==> config.mk <==
export PLATFORM = sky130hd
export DESIGN_NAME = digit_cursor
export DESIGN_NICKNAME = d
export VERILOG_FILES = /design/src/rtl/digit_cursor.sv
export SDC_FILE = /design/constraint.sdc
export NUM_CORES = 1
export LEC_CHECK = 0
export ABC_AREA = 1
export CAP_MARGIN = 40
export CORE_ASPECT_RATIO = 1.4
export CORE_MARGIN = 8
export CORE_UTILIZATION = 46
export DETAILED_ROUTE_END_ITERATION = 10
export PLACE_DENSITY = 0.76
export SYNTH_ARGS = -nofsm -noshare
export SYNTH_HDL_FRONTEND = slang
export SYNTH_SLANG_ARGS = --single-unit
==> constraint.sdc <==
create_clock -name digit_cursor_clk -period 1.7 [get_ports digit_cursor_clk]
set_input_delay 0.34 -clock digit_cursor_clk [delete_from_list [all_inputs] [get_ports digit_cursor_clk]]
set_output_delay 0.34 -clock digit_cursor_clk [all_outputs]
set_load 0.05 [all_outputs]
==> src/rtl/digit_cursor.sv <==
// Digit-select cursor for the time/alarm set screens: left/right stepping with wrap or
// saturate, hold auto-repeat, one-hot select and blinking mask for the 7-seg driver.
module digit_cursor #(
   parameter int NUM_DIGITS  = 8,
   parameter int WRAP        = 1,
   parameter int REPEAT_DLY  = 50,
   parameter int REPEAT_RATE = 10,
   parameter int BLINK_DIV   = 25,
   localparam int IW = (NUM_DIGITS > 2) ? $clog2(NUM_DIGITS) : 1
) (
   input  logic                  digit_cursor_clk,
   input  logic                  digit_cursor_rst,
   input  logic                  digit_cursor_en,
   input  logic                  digit_cursor_left,
   input  logic                  digit_cursor_right,
   input  logic                  digit_cursor_home,
   output logic [IW-1:0]         digit_cursor_idx,
   output logic [NUM_DIGITS-1:0] digit_cursor_sel,
   output logic [NUM_DIGITS-1:0] digit_cursor_blink,
   output logic                  digit_cursor_moved
);

   localparam int HW = $clog2(REPEAT_DLY + REPEAT_RATE + 1);
   localparam int BW = (BLINK_DIV > 1) ? $clog2(BLINK_DIV) : 1;

   logic [IW-1:0]         r_idx;
   logic [IW-1:0]         w_idx_nxt;
   logic                  r_moved;
   logic                  r_prev_l;
   logic                  r_prev_r;
   logic                  r_lock;
   logic                  r_hidden;
   logic                  w_hidden_nxt;
   logic [HW-1:0]         r_hold_cnt;
   logic [HW-1:0]         w_hold_nxt;
   logic [BW-1:0]         r_blink_cnt;
   logic [BW-1:0]         w_blink_nxt;
   logic                  w_held_l;
   logic                  w_held_r;
   logic                  w_edge;
   logic                  w_repeat;
   logic [NUM_DIGITS-1:0] w_one;
   logic [NUM_DIGITS-1:0] w_sel;

   function automatic logic [IW-1:0] step_idx(input logic [IW-1:0] idx, input logic go_left);
      logic [IW-1:0] res;
      if (go_left) begin
         if (idx == IW'(NUM_DIGITS - 1)) res = (WRAP != 0) ? IW'(0) : idx;
         else                            res = idx + IW'(1);
      end else begin
         if (idx == IW'(0)) res = (WRAP != 0) ? IW'(NUM_DIGITS - 1) : IW'(0);
         else               res = idx - IW'(1);
      end
      return res;
   endfunction

   // Both buttons high counts as neither held, so releasing one yields a fresh edge.
   assign w_held_l = digit_cursor_left & ~digit_cursor_right;
   assign w_held_r = digit_cursor_right & ~digit_cursor_left;
   assign w_edge   = ~r_lock & ((w_held_l & ~r_prev_l) | (w_held_r & ~r_prev_r));
   // Hold count is 0 when unarmed; it wraps from DLY+RATE back to DLY+1 so it never overflows.
   assign w_repeat = (REPEAT_DLY != 0) && (r_hold_cnt != HW'(0)) && (w_held_l | w_held_r) &&
                     ((r_hold_cnt == HW'(REPEAT_DLY)) || (r_hold_cnt == HW'(REPEAT_DLY + REPEAT_RATE)));

   // Cursor step, hold-repeat counter and blink phase next-state.
   always_comb begin
      w_idx_nxt    = r_idx;
      w_hold_nxt   = HW'(0);
      w_blink_nxt  = BW'(0);
      w_hidden_nxt = 1'b0;
      if (!digit_cursor_en) begin
         w_hold_nxt = HW'(0);
      end else if (digit_cursor_home) begin
         w_idx_nxt  = IW'(0);
         w_hold_nxt = HW'(0);
      end else if (w_edge) begin
         w_idx_nxt  = step_idx(r_idx, w_held_l);
         w_hold_nxt = HW'(1);
      end else if ((w_held_l | w_held_r) && (r_hold_cnt != HW'(0))) begin
         if (w_repeat) w_idx_nxt = step_idx(r_idx, w_held_l);
         else          w_idx_nxt = r_idx;
         if (r_hold_cnt == HW'(REPEAT_DLY + REPEAT_RATE)) w_hold_nxt = HW'(REPEAT_DLY + 1);
         else if (REPEAT_DLY == 0)                        w_hold_nxt = r_hold_cnt;
         else                                             w_hold_nxt = r_hold_cnt + HW'(1);
      end else begin
         w_hold_nxt = HW'(0);
      end

      if (!digit_cursor_en) begin
         w_blink_nxt  = BW'(0);
         w_hidden_nxt = 1'b0;
      end else if (w_idx_nxt != r_idx) begin
         w_blink_nxt  = BW'(0);
         w_hidden_nxt = 1'b0;
      end else if (r_blink_cnt == BW'(BLINK_DIV - 1)) begin
         w_blink_nxt  = BW'(0);
         w_hidden_nxt = ~r_hidden;
      end else begin
         w_blink_nxt  = r_blink_cnt + BW'(1);
         w_hidden_nxt = r_hidden;
      end
   end

   // State registers; a button held through reset stays locked out until released.
   always_ff @(posedge digit_cursor_clk) begin
      if (digit_cursor_rst) begin
         r_idx       <= IW'(0);
         r_moved     <= 1'b0;
         r_prev_l    <= 1'b0;
         r_prev_r    <= 1'b0;
         r_lock      <= digit_cursor_left | digit_cursor_right;
         r_hold_cnt  <= HW'(0);
         r_blink_cnt <= BW'(0);
         r_hidden    <= 1'b0;
      end else begin
         r_idx       <= w_idx_nxt;
         r_moved     <= (w_idx_nxt != r_idx);
         r_prev_l    <= w_held_l;
         r_prev_r    <= w_held_r;
         r_lock      <= r_lock & (digit_cursor_left | digit_cursor_right);
         r_hold_cnt  <= w_hold_nxt;
         r_blink_cnt <= w_blink_nxt;
         r_hidden    <= w_hidden_nxt;
      end
   end

   assign w_one = {{(NUM_DIGITS-1){1'b0}}, 1'b1};
   assign w_sel = (digit_cursor_en & ~digit_cursor_rst) ? (w_one << r_idx) : {NUM_DIGITS{1'b0}};

   assign digit_cursor_idx   = r_idx;
   assign digit_cursor_moved = r_moved;
   assign digit_cursor_sel   = w_sel;
   assign digit_cursor_blink = r_hidden ? {NUM_DIGITS{1'b0}} : w_sel;

endmodule

==> results.yml <==
global_routing:
  grt_max_degree: 12
  antenna_found_initial: 0
  overflow: 0
  grt_pass1_vias: 1706
  grt_pass1_wl_um: 8560
  gr-usage-all-layers_pct: 22.8
floorplan:
  start_util_pct: 47.2
  die_w_um: 61.4
  fp.dieArea_um2: 4890
  rows: 23
  fp.dieH_um: 79.6
  io_pins: 26
  core_region_area_um2: 2820
detailed_routing:
  wl_per_cell_um: 26.1
  routed_wl_um: 7570
  drt-initial-drc-count: 151
  via_per_inst: 6.21
  vias: 1802
  drc_errors: 0
  drtAntennaViolNets: 0
  first_pass_iters: 5
layout:
  area_growth_pct: 106
  drive_above_1_share_pct: 65.2
  fillers: 39
  antenna_cells: 0
  seq_area_um2: 394
  nets: 275
  multiInputGateArea_um2: 1210
  final_cell_area_um2: 2750
sta:
  finalHoldViolCount: 0
  skew_ns: 0.00189
  tightestPinTransition_ns: 0.331
  max_freq_ghz: 0.490
  worst_slack_ns: -0.339
  layout_min_cycle_time_ns: 2.04
  setup_viol: 29
  timing.final.crit_share_pct: 120
  grt_setup_unrepaired: "true"
  finalHoldWorstSlack_ns: 0.426
  slew_viol_final: 0
  slew_headroom_pct: 77.7
logic_synthesis:
  ys_ff_latch: 19
  ys_top_cells_by_area: "dfxtp_1, ha_1, inv_1"
  yosys_most_used_dff: "dfxtp_1"
  syn_area_per_cell_um2: 7.47
  synth_compound_area_share_pct: 6.21
  synth-edff-count: 0
  synth_top_area_cell: "dfxtp_1"
  synth-xor-area-share_pct: 3.29
  synthMuxAreaShare_pct: 0
  netlist_area_um2: 1330
  synth_cells: 178
  syn_nets: 199
  synth-adder-area-share_pct: 14.1
  synthArstFlopShare_pct: 0
  synth_top_family_by_area: "simple AND/OR/NAND/NOR gates"
  ys_seq_area_share_pct: 28.6
  synth_top_area_share_pct: 28.6
  yosys.area_share.simple_pct: 36.2
  synth_warnings: 0
  synth_cell_types: 32
critical_path:
  critPathCapture: "r_blink_cnt[0]"
  end_kind: "flip-flop"
  worstReg2RegStart: "r_hold_cnt[4]"
  path_max_fanout: 5
  crit_arrival_ns: 2.24
  cp_data_required_time_ns: 1.90
  r2r-end: "r_blink_cnt[0]"
  r2r_cells: 14
  timing.critical_path.from_type: "flip-flop"
  startpoint: "r_hold_cnt[4]"
  reg2reg_slack_ns: -0.34
  crit_type: "flip-flop to flip-flop"
place:
  gp_congestion: 0.907
  dp.final_hpwl_um: 3430
  dpl_cell_area_um2: 2260
  port_buffers: 25
  pre_cts_ws_ns: -0.616
run_status:
  violations: "negative setup slack"
  outcome: "finished, violations left"
clocking:
  root_buffer: "clkbuf_8"
  clk_pin_slew_worst_paths_ns: 0.08
  ctsHoldBuffers: 0
  htreeDepth: 1
  cts.sinks: 19
  cts_max_path_buffers: 2
  worstSkewPairLatency_ns: 0.27
  cts_tree: "built"
  cts_buffers: 3
min_path:
  hold_start: "digit_cursor_rst"
  hp-class: "primary input to flip-flop"
power_and_ir_drop:
  p_leak_nw: 1.16
  powerDensity_nw_per_um2: 435
  peakVddDrop_uv: 853
run:
  maxCapViolCount: 0
[cell usage after synthesis, types with 2 or more instances]
cell type  instances
nor3_1             9
dfxtp_1           19
nand3_2            2
o21ai_0            3
inv_2              2
nand2_4            3
nor2_2             5
xnor2_1            2
nor2_4             2
nand2_1           16
ha_1              15
nand4_1            5
nor4_1             5
inv_1             29
nand3_1           12
xor2_1             3
nor2_1            17
nand2_2            8
clkinv_1           2
a21oi_1            5
nor3b_1            2
buf_4              2
[layout by cell type, fill, tap and decap left out, types with 2 or more instances in the layout]
cell,instances
nor4_4,5
o21ai_0,2
a21oi_1,3
ha_4,8
o21ai_2,2
inv_6,3
nor2_1,12
inv_1,14
nor2_2,6
buf_12,22
inv_2,14
nand3_2,5
nor2_4,6
nand3_4,3
dfxtp_2,2
nand3_1,7
dfxtp_4,3
xor2_1,3
nand2_1,12
buf_4,42
clkbuf_8,3
buf_6,7
nand2_2,8
nor3_4,8
a21oi_2,2
xnor2_1,2
nand2_4,6
ha_1,7
dfxtp_1,14
nand4_1,5
[power by group]
group | total [W] | switching, W | internal (W)
clock network | 0.000337 | 0.000173 | 0.000164
registers | 0.000469 | 0.0000157 | 0.000453
logic | 0.000388 | 0.000226 | 0.000162
[through the flow]
step,setup TNS [ns],total power [W],utilization [%],cells
after detailed placement,-11.24,0.000742,80.3,262
after floorplan,-0.475,0.000645,-,178
final,-3.74,0.00119,97.4,290
after CTS,-0.665,0.00109,89.6,282
after global placement,-9.47,0.000729,80.3,262
after global routing,-4.94,0.00122,97.4,290
[how the worst min path moves through the flow]
stage	endpoint	cells after the start
after CTS	digit_cursor_idx[2]	3
final	digit_cursor_idx[2]	3
after global routing	digit_cursor_idx[2]	3
after floorplan	r_blink_cnt[0]	1
after global placement	r_blink_cnt[0]	1
after detailed placement	r_blink_cnt[0]	1
[layout make-up]
cell class              count  area share [%]
multi-input cells         121            44.2
well taps                  37            1.69
clock inverters             1           0.182
flip-flops and latches     19            14.4
inverters                  34            6.24
clock buffers               3            1.50
repair buffers             75            31.8
[what timing repair did]
item / in CTS / in global routing
setup buffers: 16 / 9
setup endpoints to repair: 26 / 25
resized for setup: 41 / 43
gates cloned: 0 / 0
pin swaps: 27 / 15
[metal layers]
metal	part of all wire, %	up-vias	global-route usage, %
met5	0	-	0
met4	7.5	0	11.7
met3	9.1	58	3.06
met2	50	170	42.2
met1	34	846	23.4
li1	-	728	-
[cell families (layout without fill, tap and decap cells)]
family | after synthesis | count (layout)
AND/OR/NAND/NOR | 87 | 87
buffers and inverters | 38 | 113
flip-flops | 19 | 19
adder cells (fa/ha/maj) | 15 | 15
AO/OA/AOI/OAI | 14 | 14
XOR/XNOR | 5 | 5
[sequential cells by signal, indices dropped and copies added, names as in the netlist]
name	count
r_blink_cnt	5
r_hidden	1
digit_cursor_idx	3
digit_cursor_moved	1
r_lock	1
r_prev_r	1
r_hold_cnt	6
r_prev_l	1
[worst max-delay path, stage by stage, from the launching register on]
cell and delay, ns:
dfxtp_1 0.41, nand2_1 0.12, inv_1 0.17, nand3_1 0.13, nand2_2 0.11, nand2_4 0.08
nand3_2 0.12, nand2_2 0.09, inv_2 0.09, nand2_2 0.08, nand3_2 0.08, nand2_2 0.08
nor2_4 0.14, nand3_4 0.13, nor2_2 0.14
Note: power is estimated with default switching activity, not from simulation.
